File: config.mk
export PLATFORM = sky130hd
export DESIGN_NAME = cavlc_rbsp_buffer_flat
export DESIGN_NICKNAME = d
export VERILOG_FILES = /design/src/rtl/cavlc_rbsp_buffer_if.sv /design/src/rtl/cavlc_rbsp_buffer.sv /design/src/flat_wrapper.sv
export SDC_FILE = /design/constraint.sdc
export NUM_CORES = 1
export LEC_CHECK = 0
export CAP_MARGIN = 20
export CORE_ASPECT_RATIO = 0.6
export CORE_MARGIN = 4
export CORE_UTILIZATION = 40
export DETAILED_ROUTE_END_ITERATION = 8
export SYNTH_ARGS = -nofsm -noshare
export SYNTH_HDL_FRONTEND = slang
export SYNTH_SLANG_ARGS = --single-unit
export TNS_END_PERCENT = 20
File: constraint.sdc
create_clock -name clk -period 8.45 [get_ports clk]
set_clock_uncertainty 0.05 [all_clocks]
set_input_delay 1.2675 -clock clk [delete_from_list [all_inputs] [get_ports clk]]
set_output_delay 1.2675 -clock clk [all_outputs]
set_load 0.005 [all_outputs]
File: src/rtl/cavlc_rbsp_buffer_if.sv
// Stream-side and decoder-side signals of the RBSP aligner.
// The master is the word source plus the CAVLC decoder. The slave is the buffer.
interface cavlc_rbsp_buffer_if #(
  parameter int IN_W = 32
);
  logic [IN_W-1:0] in_data;
  logic            in_valid;
  logic            in_ready;
  logic            ena;
  logic [4:0]      len;
  logic            align;
  logic [0:15]     rbsp;
  logic            rbsp_valid;
  logic [6:0]      bit_count;
  logic            len_err;

  modport master (
    output in_data, in_valid, ena, len, align,
    input  in_ready, rbsp, rbsp_valid, bit_count, len_err
  );

  modport slave (
    input  in_data, in_valid, ena, len, align,
    output in_ready, rbsp, rbsp_valid, bit_count, len_err
  );
endinterface

File: src/rtl/cavlc_rbsp_buffer.sv
// RBSP bitstream aligner: 64-bit left-aligned shift buffer that feeds a 16-bit lookahead
// window to the CAVLC decoder. It also supports consume, byte align and word insert in one cycle.
module cavlc_rbsp_buffer #(
  parameter int BUF_W = 64,
  parameter int IN_W  = 32
) (
  input  logic                clk,
  input  logic                rst,
  cavlc_rbsp_buffer_if.slave  bus
);
  localparam int CNT_W = 7;

  logic [BUF_W-1:0] sbuf, buf_nxt, ins;
  logic [CNT_W-1:0] bit_count, cnt_nxt, step, rem;
  logic [2:0]       bit_pos, pos_c, pad, pos_nxt;
  logic [4:0]       c;
  logic             consume, len_bad, load, len_err;
  logic             rbsp_valid, in_ready;

  assign rbsp_valid     = bit_count >= CNT_W'(16);
  assign in_ready       = (bit_count <= CNT_W'(IN_W)) && !rst;
  assign bus.rbsp       = sbuf[BUF_W-1 -: 16];
  assign bus.rbsp_valid = rbsp_valid;
  assign bus.in_ready   = in_ready;
  assign bus.bit_count  = bit_count;
  assign bus.len_err    = len_err;

  always_comb begin
    consume = bus.ena && rbsp_valid;
    len_bad = consume && (bus.len > 5'd16);
    c       = 5'd0;
    if (consume) c = len_bad ? 5'd16 : bus.len;
    pos_c   = bit_pos + c[2:0];
    // Modulo-8 negation gives the distance to the next byte boundary.
    pad     = bus.align ? (3'd0 - pos_c) : 3'd0;
    step    = {2'b00, c} + {4'b0000, pad};
    rem     = bit_count - step;
    load    = bus.in_valid && in_ready;
    // Load implies rem <= IN_W, so the word always lands fully inside the buffer.
    ins     = {bus.in_data, {(BUF_W-IN_W){1'b0}}} >> rem;
    buf_nxt = (sbuf << step) | (load ? ins : '0);
    cnt_nxt = rem + (load ? CNT_W'(IN_W) : '0);
    pos_nxt = pos_c + pad;
  end

  always_ff @(posedge clk) begin
    if (rst) begin
      sbuf      <= '0;
      bit_count <= '0;
      bit_pos   <= '0;
      len_err   <= 1'b0;
    end else begin
      sbuf      <= buf_nxt;
      bit_count <= cnt_nxt;
      bit_pos   <= pos_nxt;
      if (len_bad) len_err <= 1'b1;
    end
  end
endmodule
File: src/flat_wrapper.sv
// flat-port wrapper written by rule: the top's interface ports become plain ports
module cavlc_rbsp_buffer_flat 
#(
  parameter int BUF_W = 64,
  parameter int IN_W  = 32
)
  (clk, rst, bus_in_data, bus_in_valid, bus_ena, bus_len, bus_align, bus_in_ready, bus_rbsp, bus_rbsp_valid, bus_bit_count, bus_len_err);
  cavlc_rbsp_buffer_if #(.IN_W(IN_W)) bus_i ();
  input  logic clk;
  input  logic rst;
  input wire logic [$bits(bus_i.in_data)-1:0] bus_in_data;
  input wire logic [$bits(bus_i.in_valid)-1:0] bus_in_valid;
  input wire logic [$bits(bus_i.ena)-1:0] bus_ena;
  input wire logic [$bits(bus_i.len)-1:0] bus_len;
  input wire logic [$bits(bus_i.align)-1:0] bus_align;
  output wire logic [$bits(bus_i.in_ready)-1:0] bus_in_ready;
  output wire logic [$bits(bus_i.rbsp)-1:0] bus_rbsp;
  output wire logic [$bits(bus_i.rbsp_valid)-1:0] bus_rbsp_valid;
  output wire logic [$bits(bus_i.bit_count)-1:0] bus_bit_count;
  output wire logic [$bits(bus_i.len_err)-1:0] bus_len_err;
  assign bus_i.in_data = bus_in_data;
  assign bus_i.in_valid = bus_in_valid;
  assign bus_i.ena = bus_ena;
  assign bus_i.len = bus_len;
  assign bus_i.align = bus_align;
  assign bus_in_ready = bus_i.in_ready;
  assign bus_rbsp = bus_i.rbsp;
  assign bus_rbsp_valid = bus_i.rbsp_valid;
  assign bus_bit_count = bus_i.bit_count;
  assign bus_len_err = bus_i.len_err;
  cavlc_rbsp_buffer #(.BUF_W(BUF_W), .IN_W(IN_W)) u_core (.clk(clk), .rst(rst), .bus(bus_i));
endmodule
-- After elaboration in Yosys (flattened, before gate mapping)
Index checks and enable logic that the tools add are counted.
Widths: inputs -> output; s select.
- output and inout bits: 26
- register bits: 75
- input port bits: 42
- logic and storage cells: 26
- shift operators: 2
- muxes and demuxes: 5
- add/subtract/negate cells: 6
- $lt $le $gt $ge: 3
- reductions and logical operators: 5
- bitwise operators: 1
- operators with widths (kind ; number):
    $mux 64 ; 1
    $or 64x64->64 ; 1
    $shl 64x7->64 ; 1
    $shr 64x7->64 ; 1
    $mux 5 ; 2
    $add 7x7->7 ; 1
    $ge 7x5->1 const B ; 1
    $le 7x6->1 const B ; 1
    $sub 7x7->7 ; 1
    $add 3x3->3 ; 2
    $add 5x3->6 ; 1
    $mux 6 ; 1
    $gt 5x5->1 const B ; 1
    $logic_and 1x1->1 ; 4
    $mux 3 ; 1
    $sub 1x3->3 const A ; 1
    $logic_not 1->1 ; 1

-- Logic depth before layout (Yosys ltp)
Gate-level depths: netlist of run 1.
- word-level depth: 13
- depth in mapped cells: 28

-- Least setup slack after synthesis of run 1
Ideal clock, no wire load.
- kind: input-to-reg
- start: input bus_len[0]
- end: register u_core.sbuf[17]
- buffers on the path: 5
- data arrival time: 6.608 ns
- setup slack: 1.706 ns
- cell stages on the path: 26
- data required time: 8.314 ns
- library setup time: 0.086 ns
- cell sequence: inv_1 -> nor3_1 -> ha_1 -> inv_1 -> fa_1 -> xnor2_1 -> xnor2_1 -> xnor2_1 -> and2_1 -> ha_1 -> xnor2_2 -> inv_1 -> clkbuf_1 -> clkbuf_1 -> buf_1 -> ha_1 -> o21a_1 -> o31a_1 -> a21oi_1 -> xnor2_1 -> buf_2 -> clkbuf_1 -> nand3_1 -> nor2_1 -> o21ai_0 -> a211oi_1
- longest elaborated chain between the ends: 12
- ends and longest elaborated chain (element ; line ; source):
    start: declaration ; flat_wrapper.sv:14 ; input wire logic [$bits(bus_i.len)-1:0] bus_len;
    $gt 5x5->1 ; cavlc_rbsp_buffer.sv:30 ; len_bad = consume && (bus.len > 5'd16);
    $logic_and 1x1->1 ; cavlc_rbsp_buffer.sv:30 ;
    $mux 5 (*) (2 in series) ; cavlc_rbsp_buffer.sv:32 ; if (consume) c = len_bad ? 5'd16 : bus.len;
    $add 3x3->3 ; cavlc_rbsp_buffer.sv:33 ; pos_c = bit_pos + c[2:0];
    $sub 1x3->3 ; cavlc_rbsp_buffer.sv:35 ; pad = bus.align ? (3'd0 - pos_c) : 3'd0;
    $mux 3 ; cavlc_rbsp_buffer.sv:35 ;
    $add 5x3->6 (*) ; cavlc_rbsp_buffer.sv:36 ; step = {2'b00, c} + {4'b0000, pad};
    $sub 7x7->7 ; cavlc_rbsp_buffer.sv:37 ; rem = bit_count - step;
    $shr 64x7->64 ; cavlc_rbsp_buffer.sv:40 ; ins = {bus.in_data, {(BUF_W-IN_W){1'b0}}} >> rem;
    $mux 64 ; cavlc_rbsp_buffer.sv:41 ; buf_nxt = (sbuf << step) | (load ? ins : '0);
    $or 64x64->64 (*) ; cavlc_rbsp_buffer.sv:41 ;
    end signal: assignment ; cavlc_rbsp_buffer.sv:53 ; sbuf <= buf_nxt;
    end: declaration ; cavlc_rbsp_buffer.sv:13 ; logic [BUF_W-1:0] sbuf, buf_nxt, ins;
Mark *: on every way between the ends. The rest lies on a longest branch, timed or not.
A chain may end at the register's enable or synchronous reset.

-- Worst setup path in the final report of run 1
- start: input bus_ena
- end: register u_core.sbuf[8]
- longest elaborated chain between the ends: 12
- ends and longest elaborated chain (element ; line ; source):
    start: declaration ; flat_wrapper.sv:13 ; input wire logic [$bits(bus_i.ena)-1:0] bus_ena;
    $logic_and 1x1->1 (*) ; cavlc_rbsp_buffer.sv:29 ; consume = bus.ena && rbsp_valid;
    $logic_and 1x1->1 ; cavlc_rbsp_buffer.sv:30 ;
    $mux 5 ; cavlc_rbsp_buffer.sv:32 ;
    $mux 5 (*) ; cavlc_rbsp_buffer.sv:32 ;
    $add 3x3->3 ; cavlc_rbsp_buffer.sv:33 ;
    $sub 1x3->3 ; cavlc_rbsp_buffer.sv:35 ;
    $mux 3 ; cavlc_rbsp_buffer.sv:35 ;
    $add 5x3->6 (*) ; cavlc_rbsp_buffer.sv:36 ;
    $sub 7x7->7 ; cavlc_rbsp_buffer.sv:37 ;
    $shr 64x7->64 ; cavlc_rbsp_buffer.sv:40 ;
    $mux 64 ; cavlc_rbsp_buffer.sv:41 ;
    $or 64x64->64 (*) ; cavlc_rbsp_buffer.sv:41 ;
Marks and branches as above.

==> results.md, run 1 <==
- Status: finished, final reports clean
- Post-synthesis sequential area ratio: 0.169
- Combinational power share: 0.764
- Slowest CP cell: o21ai_0
- Clk root buf: clkbuf_16
- Seq pwr share: 0.140
- R2R Setup Slk: 2.12 ns
- Pleak: 0.00394 uW
- Worst vdd ir: 0.265 mV
- Critical path type: input port to flop
- NetSw: 2740 uW
- Final wirelength: 34.1 mm
- Vias per cell: ~6.6
- Global-route wire length before repair: about 51 mm
- Worst setup SP type: input port
- Power per cell area: 489 mW/mm^2
- Setup WS pre-CTS: approximately 1.1 ns
- Clock Power Share: 0.095
- Crit Reg-Reg Endpoint: u_core.sbuf[8]
- Reg area: between 0.0015 and 0.002 sq mm
- Final Hold Vio Count: 0
- # DRC: 0
- Slowest stage delay, CP: approximately 0.67 ns
- Cell taking the most area after synthesis: mux4_2
- TNS Setup: 0 ns
- Largest net degree at the start of global routing: around 60
- Num rows: just over 40
- FF-to-FF Start: u_core.bus.bit_count[5]
- Register-to-Register Path Depth: 22
- Drt first pass iters: 6
- Synth Instances: about 1,100
- Finished Core Util: 0.461
- Max_slew headroom: 0.278
- Prevailing post-synth register cell: dfxtp_1
- Vias in the first global route: 8,187
- Most frequent cells after synthesis: 206 x nand2_1, 147 x mux2i_1, 84 x nor2_1
- Endpoint, Worst Hold: u_core.bus.len_err
- PnR worst setup slack: roughly 1.2 ns
- Gr ovfl total: 0
- Layout area overhead: 11.2%
- Clock Latency Late Sink: between 0.3 and 0.4 ns
- Area of the mapped netlist: between 0.008 and 0.009 sq mm
- Via count: slightly below 9,000
- CTS sink cnt: 75
- Layout cells sized above 1: 0.139
- Post-route antenna net violation count: 0
- Initial Util: 0.415
- Largest cells by area after synthesis: mux4_2 19%, dfxtp_1 17%, mux2i_1 17%
- Port Buffers: 67
- Routed length per instance: roughly 25 um
- GRT Util Overall: 0.272
- Post-route cell area: ~0.01 sq mm
- Min cycle time layout: about 7.2 ns
- Die Y: 123 um
- Asr flop ratio synth: 0
- Worst Hold Class: flop to flop
- Crit-path max FO: 28
- Die W: roughly 200 um
- Hold Buf Count CTS: 0
- Measured slew at the worst slew-check pin: around 1.1 ns
- TritonCTS clock tree: yes
- Hold path cells: 2
- Top-count cell post-synth: nand2_1
- Synth unique cells: 72
- Synthesized flop and latch total: 75
- Die footprint: 0.0247 sq mm
- RSZ-0062 raised after global routing: false
- # diodes: 0
- Worst-path clk slew: 0.07 ns
- Final Slew Violations: 0
- Synth warn: 0
- Deepest level of the CTS H-tree: 3
- Min-delay src: u_core.bus.len_err
- Cell Area, Placed: between 0.009 and 0.01 sq mm
- Area share of the largest cell type after synthesis: 0.190
- Switching share of power: 0.568
- Num CTS Buffers: 9
- Synth Area per Inst: between 8 and 9 sq um
- Post-cts sizing count: 0
- CP required: 8.60 ns
- Worst path cell trace: clkdlybuf4s50_1 > o31ai_2 > nor3_1 > ha_1 > inv_1 > fa_1 > xnor2_1 > xnor2_1 > xnor2_1 > and2_1 > ha_1 > xnor2_4 > clkinv_1 > ha_1 > nor2b_1 > o21a_1 > a2111o_1 > nand2_1 > xnor2_2 > buf_4 > nor2_1 > nand3_1 > o21ai_0
- DP HPWL: roughly 26 mm
- I/O pins: 68
- Worst-case clock buffer depth: 2
- Final Setup Violations: 0
- Initial antenna violation count: 0
- Net Count, Synth: 1,119
- Post-synth EDFFs: 0
- Placer Congestion: slightly below 1
- Fill cells: 2,110
- # Post-CTS Setup Buffers: 0
- Max cap viols: 0
- Core area: approximately 0.021 sq mm
- Final period utilization: 0.858
- Post-layout nets: about 1,100
- Internal Power: approximately 2100 uW
- Critical path arrival: between 7 and 8 ns
- Initial DRC count: roughly 1,300
- Worst setup EP type: flop
- FMAX: between 0.1 and 0.15 GHz
- Multi-input logic area: 0.00678 sq mm
[per-stage QoR]
stage	power [uW]	cells	hold slack [ns]
finish	4820	1339	0.449
global route	5090	1339	0.465
CTS	4660	1339	0.440
detailed placement	4190	1323	0.426
global placement	4200	1323	0.418
floorplan	3140	1066	0.411
[final cells by class]
type | count | share of cell area
clock buffers | 9 | 0.0228
clock inverters | 7 | 0.0118
inverters | 17 | 0.00672
multi-input cells | 864 | 0.688
flip-flops and latches | 75 | 0.152
well taps | 279 | 0.0354
repair buffers | 88 | 0.0835
[logic make-up after synthesis]
group	count (synthesis)	synth area share
and+or+nand+nor	412	0.203
muxes	233	0.372
AOI/OAI and AO/OA	195	0.148
buffers and inverters	127	0.0741
DFF	75	0.169
xor gates and xnor gates	12	0.0148
adders and majority gates	11	0.0181
other	1	0.000423
[cell usage in the layout (no fill, tap or decap), types with 10 or more instances in the layout]
| cell type | count |
|---|---|
| nor3_1 | 22 |
| o21ai_0 | 48 |
| a22oi_1 | 11 |
| nand2_1 | 206 |
| mux4_2 | 75 |
| a31oi_1 | 25 |
| a32oi_1 | 17 |
| clkdlybuf4s50_1 | 66 |
| nand3_1 | 42 |
| mux2i_1 | 147 |
| mux2_2 | 10 |
| and3_1 | 26 |
| a21oi_1 | 22 |
| dfxtp_1 | 75 |
| inv_1 | 13 |
| nor2_1 | 84 |
| o22ai_1 | 17 |
| buf_4 | 21 |
[sequential cells by signal, summed over array words and instances, names as in the netlist]
register,flops
u_core.bit_pos,3
u_core.sbuf,64
u_core.bus.len_err,1
u_core.bus.bit_count,7
[metal layers]
metal	GRT usage	wire, um	vias up
li1	-	-	3939
met1	0.421	15800	4317
met2	0.346	12500	594
met3	0.117	5330	48
met4	0.0425	444	0
met5	0	0	-
[worst max path at each step]
stage,end,start,slack (ns),cells after the start
floorplan,u_core.sbuf[17],bus_len[0],1.71,26
global placement,u_core.sbuf[53],bus_len[0],0.97,20
detailed placement,u_core.sbuf[2],bus_ena,1.06,22
CTS,u_core.sbuf[53],bus_ena,1.39,20
global route,u_core.sbuf[53],bus_ena,0.83,20
finish,u_core.sbuf[8],bus_ena,1.20,23
[power by group through the flow]
stage	Sequential (uW)	Combinational, uW	Clock, uW
4_1_cts	657	3540	462
2_1_floorplan	574	2570	0
3_3_place_gp	663	3540	0
3_5_place_dp	663	3520	0
6_report	677	3690	460
5_1_grt	682	3930	478
[worst max-delay path: cells and delay by family]
kind / cells / cell delay (ns)
AND/OR/NAND/NOR: 6 / 1.46
AO/OA/AOI/OAI: 4 / 1.36
XOR/XNOR: 5 / 0.96
adder cells (fa/ha/maj): 4 / 1.37
buffers and inverters: 4 / 0.97
Power figures use the tool's default switching activity.
==> run 2: changes to the inputs <==
Settings changed: GPL_TIMING_DRIVEN set to 0.
==> results.md, run 2 (synthesis results as in run 1) <==
- Internal Power: 2160 uW (+3.6%)
- Gr ovfl total: 0 (unchanged)
- Total power draw: 5270 uW (+9.2%)
- Largest net degree at the start of global routing: 20 (-67%)
- CP required: 8.61 ns (about the same)
- DP HPWL: 36.2 mm (+39%)
- Post-layout nets: 1,196 (+7.9%)
- Clock Latency Late Sink: 0.37 ns (about the same)
- Seq pwr share: 0.128 (-0.012)
- Deepest level of the CTS H-tree: 3 (unchanged)
- Critical path arrival: 8.37 ns (+0.97 ns)
- Post-route antenna net violation count: 0 (unchanged)
- Initial antenna violation count: 0 (unchanged)
- Final Hold Vio Count: 0 (unchanged)
- Max reg flops: 64 (unchanged)
- Worst Hold Class: flop to flop
- NetSw: 3110 uW (+13%)
- Layout cells sized above 1: 0.167 (+0.0278)
- PnR worst setup slack: 0.238 ns (-0.962 ns)
- Max cap viols: 0 (unchanged)
- Vias per cell: 6.83 (+2.8%)
- GRT Util Overall: 0.354 (+0.0815)
- Die footprint: 0.0247 sq mm (unchanged)
- Num CTS Buffers: 9 (unchanged)
- Largest Register: u_core.sbuf
- Final period utilization: 0.972 (+0.114)
- Die W: 200 um (unchanged)
- Worst-case clock buffer depth: 2 (unchanged)
- Crit-path max FO: 19 (-32%)
- Measured slew at the worst slew-check pin: 1.03 ns (-0.0457 ns)
- Via count: 9,740 (+9.5%)
- Pleak: 0.00415 uW (+5.4%)
- Setup WS pre-CTS: -1.47 ns (-2.53 ns)
- Routed length per instance: 31.1 um (+22%)
- Worst vdd ir: 0.279 mV (+5.3%)
- Post-route cell area: 0.0102 sq mm (+3.9%)
- Combinational power share: 0.790 (+0.026)
- # DRC: 0 (unchanged)
- Critical path type: input port to flop
- CTS sink cnt: 75 (unchanged)
- Final Slew Violations: 0 (unchanged)
- TritonCTS clock tree: yes
- Final wirelength: 44.3 mm (+30%)
- Drt first pass iters: 6 (unchanged)
- Status: finished, final reports clean
- Clock Power Share: 0.083 (-0.012)
- Commonest non-fill, non-tap cell in the layout: nand2_1
- Port Buffers: 67 (unchanged)
- Placer Congestion: 1.03 (+3.8%)
- Initial DRC count: 1,537 (+21%)
- Initial Util: 0.415 (unchanged)
- Worst setup SP type: input port
- Num rows: 41 (unchanged)
- Hold Buf Count CTS: 0 (unchanged)
- Worst setup EP type: flop
- Worst-path clk slew: 0.07 ns (about the same)
- Commonest non-fill, non-tap cells in the layout: 206 x nand2_1, 144 x mux2i_1, 84 x nor2_1
- I/O pins: 68 (unchanged)
- Die Y: 123 um (unchanged)
- Top Registers: u_core.sbuf: 64 flops, u_core.bus.bit_count: 7 flops, u_core.bit_pos: 3 flops
- Power per cell area: 514 mW/mm^2 (+5.1%)
- Final Setup Violations: 0 (unchanged)
- Max_slew headroom: 0.304 (+0.0267)
- Min cycle time layout: 8.21 ns (+0.962 ns)
- Switching share of power: 0.590 (+0.0220)
- Fill cells: 2,137 (+1.3%)
- Global-route wire length before repair: 63.6 mm (+24%)
- RSZ-0062 raised after global routing: false
- FMAX: 0.122 GHz (-12%)
- # diodes: 0 (unchanged)
- Clk root buf: clkbuf_16
- Cell Area, Placed: 0.00989 sq mm (+3.9%)
- # Post-CTS Setup Buffers: 0 (unchanged)
- Vias in the first global route: 8,994 (+9.9%)
- Core area: 0.0214 sq mm (unchanged)
- Layout area overhead: 15.5%
## run 2: changes by cell type in the layout (fill, tap and decap cells not counted), moves of 3 or more
cell        change
xnor2_1         +3
clkbuf_2        +7
mux2i_1         -3
xnor2_2         -3
mux2i_2         +3
buf_4           +3
buf_1           +6
buf_6           +6
clkinvlp_4      +3
buf_2          +34
clkbuf_1       +31
## run 2: power by group through the flow
| stage | registers, uW | clock network, uW | logic (uW) |
|---|---|---|---|
| 5_1_grt | 680 | 449 | 4330 |
| 4_1_cts | 653 | 438 | 3900 |
| 3_5_place_dp | 660 | 0 | 3870 |
| 6_report | 672 | 437 | 4160 |
| 3_3_place_gp | 660 | 0 | 3910 |
| 2_1_floorplan | 574 | 0 | 2570 |
## run 2: path summary, 6_finish.rpt
check                                from  cells past startpoint                 end  slack [ns]
setup / recovery                  bus_ena                     22      u_core.sbuf[5]        0.24
setup reg to reg  u_core.bus.bit_count[5]                     21      u_core.sbuf[5]        1.17
hold reg to reg        u_core.bus.len_err                      2  u_core.bus.len_err        0.45
hold / removal         u_core.bus.len_err                      2  u_core.bus.len_err        0.45
## run 2: per-stage QoR
step | hold slack [ns] | instances | util | setup TNS (ns)
after floorplan | 0.411 | 1066 | - | 0
after global placement | 0.416 | 1412 | 0.462 | -52.10
after detailed placement | 0.419 | 1413 | 0.462 | -50.72
after CTS | 0.437 | 1427 | 0.478 | 0
after global routing | 0.490 | 1426 | 0.479 | 0
final | 0.450 | 1426 | 0.479 | 0
## run 2: repair_timing
action / CTS / global route
gates cloned: 0 / 0
resized for setup: 7 / 10
setup endpoints to repair: 62 / 53
## run 2: worst max-delay path: stages
cell and delay [ns]:
clkdlybuf4s50_1 0.53, o31ai_2 0.10, nor3_1 0.24, ha_1 0.20, inv_1 0.05, fa_1 0.57
nand2b_1 0.12, nand3_1 0.13, fa_2 0.66, clkinvlp_4 0.25, buf_2 0.55, buf_2 0.54
fa_2 0.64, clkbuf_2 0.27, clkbuf_2 0.29, clkbuf_2 0.27, a21oi_1 0.27, nor2_1 0.12
mux2i_2 0.58, mux2i_1 0.24, a32oi_1 0.26, o21ai_0 0.20
## run 2: final cells by class
class	instances	area (sq um)	area share
clock buffer	9	225	0.0220
timing repair buffer	68	676	0.0660
sequential	75	1500	0.147
buffer	108	592	0.0578
tap	279	349	0.0341
clock inverter	6	91.3	0.00892
inverter	17	70.1	0.00684
multi-input combinational	864	6740	0.658
## run 2: layer usage
| metal | routed length (um) | share of wire | track usage | vias up |
|---|---|---|---|---|
| li1 | - | - | - | 4106 |
| met1 | 19900 | 0.45 | 0.528 | 4828 |
| met2 | 15500 | 0.35 | 0.429 | 743 |
| met3 | 8040 | 0.18 | 0.203 | 63 |
| met4 | 939 | 0.021 | 0.0670 | 0 |
| met5 | 0 | 0 | 0 | - |
==> run 3: changes to the inputs <==
Settings changed: RECOVER_POWER set to 25.
==> results.md, run 3 (synthesis results as in run 1) <==
- Clk root buf: clkbuf_16
- Worst-case clock buffer depth: 2 (unchanged)
- Finished Core Util: 0.479 (about the same)
- Final Slew Violations: 0 (unchanged)
- Die W: 200 um (unchanged)
- Worst vdd ir: 0.280 mV (+0.30%)
- Power per cell area: 514 mW/mm^2 (-0.11%)
- Routed length per instance: 31.1 um (about the same)
- Crit-path max FO: 19 (unchanged)
- Num rows: 41 (unchanged)
- Min cycle time layout: 8.27 ns (+0.0602 ns)
- Crit path buf inv count: 7 (-1)
- Hold Buf Count CTS: 0 (unchanged)
- Gr ovfl total: 0 (unchanged)
- I/O pins: 68 (unchanged)
- Post-layout nets: 1,196 (unchanged)
- Clock Latency Late Sink: 0.37 ns (about the same)
- Deepest level of the CTS H-tree: 3 (unchanged)
- Top Registers: u_core.sbuf: 64 flops, u_core.bus.bit_count: 7 flops, u_core.bit_pos: 3 flops
- TritonCTS clock tree: yes
- Port Buffers: 67 (unchanged)
- Top Family by Delay on Critical Path: buffers and inverters
- Worst-path clk slew: 0.06 ns (about the same)
- Via count: 9,823 (+0.85%)
- Slowest CP cell: fa_2
- Worst setup EP type: flop
- Status: finished, final reports clean
- Critical path arrival: 8.37 ns (about the same)
- RSZ-0062 raised after global routing: false
- Worst Hold Class: flop to flop
- Commonest non-fill, non-tap cells in the layout: 206 x nand2_1, 144 x mux2i_1, 84 x nor2_1
- Drt first pass iters: 5 (-1)
- Largest Register: u_core.sbuf
- Post-route antenna net violation count: 0 (unchanged)
- Placer Congestion: 1.03 (unchanged)
- Slowest stage delay, CP: 0.83 ns (+0.17 ns)
- Max cap viols: 0 (unchanged)
- Measured slew at the worst slew-check pin: 1.03 ns (-0.00469 ns)
- Pleak: 0.00420 uW (+1.0%)
- Largest net degree at the start of global routing: 20 (unchanged)
- Num CTS Buffers: 9 (unchanged)
- Commonest non-fill, non-tap cell in the layout: nand2_1
- Dpl cells: 1,413 (unchanged)
- CTS sink cnt: 75 (unchanged)
- # DRC: 0 (unchanged)
- Die Y: 123 um (unchanged)
- Core area: 0.0214 sq mm (unchanged)
- Final period utilization: 0.979 (+0.00712)
- CP required: 8.55 ns (-0.06 ns)
- Worst setup SP type: input port
- Initial DRC count: 1,543 (+0.39%)
- Fin cells: 1,428 (+0.14%)
- Max_slew headroom: 0.308 (+0.00316)
- FMAX: 0.121 GHz (-0.73%)
- Final Hold Vio Count: 0 (unchanged)
- Worst path cell trace: clkdlybuf4s50_1 > o31ai_2 > nor3_1 > ha_1 > inv_1 > fa_1 > nand2b_1 > nand3_1 > fa_2 > clkinvlp_4 > buf_2 > buf_2 > fa_2 > clkbuf_2 > clkbuf_2 > mux4_2 > nand2_1 > nand2_1 > mux2i_1 > mux2i_1 > a32oi_1 > o21ai_0
- Final Setup Violations: 0 (unchanged)
- Critical path type: input port to flop
- Global-route wire length before repair: 63.6 mm (unchanged)
- Initial Util: 0.415 (unchanged)
- Layout cells sized above 1: 0.167 (unchanged)
- Die footprint: 0.0247 sq mm (unchanged)
- Final wirelength: 44.4 mm (about the same)
- DP HPWL: 36.2 mm (unchanged)
- Initial antenna violation count: 0 (unchanged)
- Vias in the first global route: 8,994 (unchanged)
- # Post-CTS Setup Buffers: 0 (unchanged)
- Vias per cell: 6.88 (+0.71%)
- GRT Util Overall: 0.354 (unchanged)
- Max reg flops: 64 (unchanged)
- Layout area overhead: 15.5% (about the same)
- TNS Setup: 0 ns (unchanged)
[run 3: cell count changes in the layout (fill, tap and decap cells not counted), sizes merged]
cell,delta
clkdlybuf4s50,-17
dlygate4sd3,+17
buf,-8
clkbuf,+8
diode,+2
[run 3: final timing paths]
path                           startpoint                  to  slack (ns)  cells past startpoint
setup / recovery                  bus_ena      u_core.sbuf[7]        0.18                     22
setup reg to reg  u_core.bus.bit_count[5]      u_core.sbuf[7]        1.10                     21
hold reg to reg        u_core.bus.len_err  u_core.bus.len_err        0.44                      2
hold / removal         u_core.bus.len_err  u_core.bus.len_err        0.44                      2
[run 3: power breakdown]
group / switching [uW] / internal, uW
Clock: 180 / 258
Sequential: 187 / 483
Combinational: 2750 / 1410
Total: 3120 / 2150
[run 3: layout make-up]
type                       count  area [sq um]
antenna                        2          5.00
buffer                       108           592
clock buffer                   9           225
clock inverter                 6          91.3
fill                        2136         11100
inverter                      17          70.1
multi-input combinational    864          6740
sequential                    75          1500
tap                          279           349
timing repair buffer          68           676
[run 3: worst reg2reg max path: cells and delay by family, from the launching register on]
| kind | cells | cell delay (ns) |
|---|---|---|
| AO/OA/AOI/OAI | 3 | 0.65 |
| adder cells (fa/ha/maj) | 4 | 2.32 |
| buffers and inverters | 6 | 1.85 |
| flip-flops | 1 | 0.49 |
| multiplexers | 3 | 1.12 |
| AND/OR/NAND/NOR | 5 | 0.66 |
[run 3: stage by stage]
stage / setup slack (ns) / area, sq um / hold WS, ns / total power, uW
detailed placement: -1.47 / 9890 / 0.419 / 4530
finish: 0.178 / 10200 / 0.444 / 5260
floorplan: 1.71 / 8870 / 0.411 / 3140
global route: 0.00947 / 10200 / 0.485 / 5440
global placement: -1.41 / 9890 / 0.416 / 4570
CTS: 0.0446 / 10200 / 0.437 / 4990
[run 3: what timing repair did]
item | 4_1_cts | 5_1_grt
endpoints found under the hold margin | 0 | 0
gates resized for setup | 7 | 10
pin swaps | 0 | 0
setup endpoints to repair | 62 | 53
[run 3: layer usage]
layer  wire length [um]  track usage  vias up
met5                  0            0        -
met4                736       0.0670        0
met3               8190        0.203       54
met2              15600        0.429      826
met1              19800        0.528     4834
li1                   -            -     4109
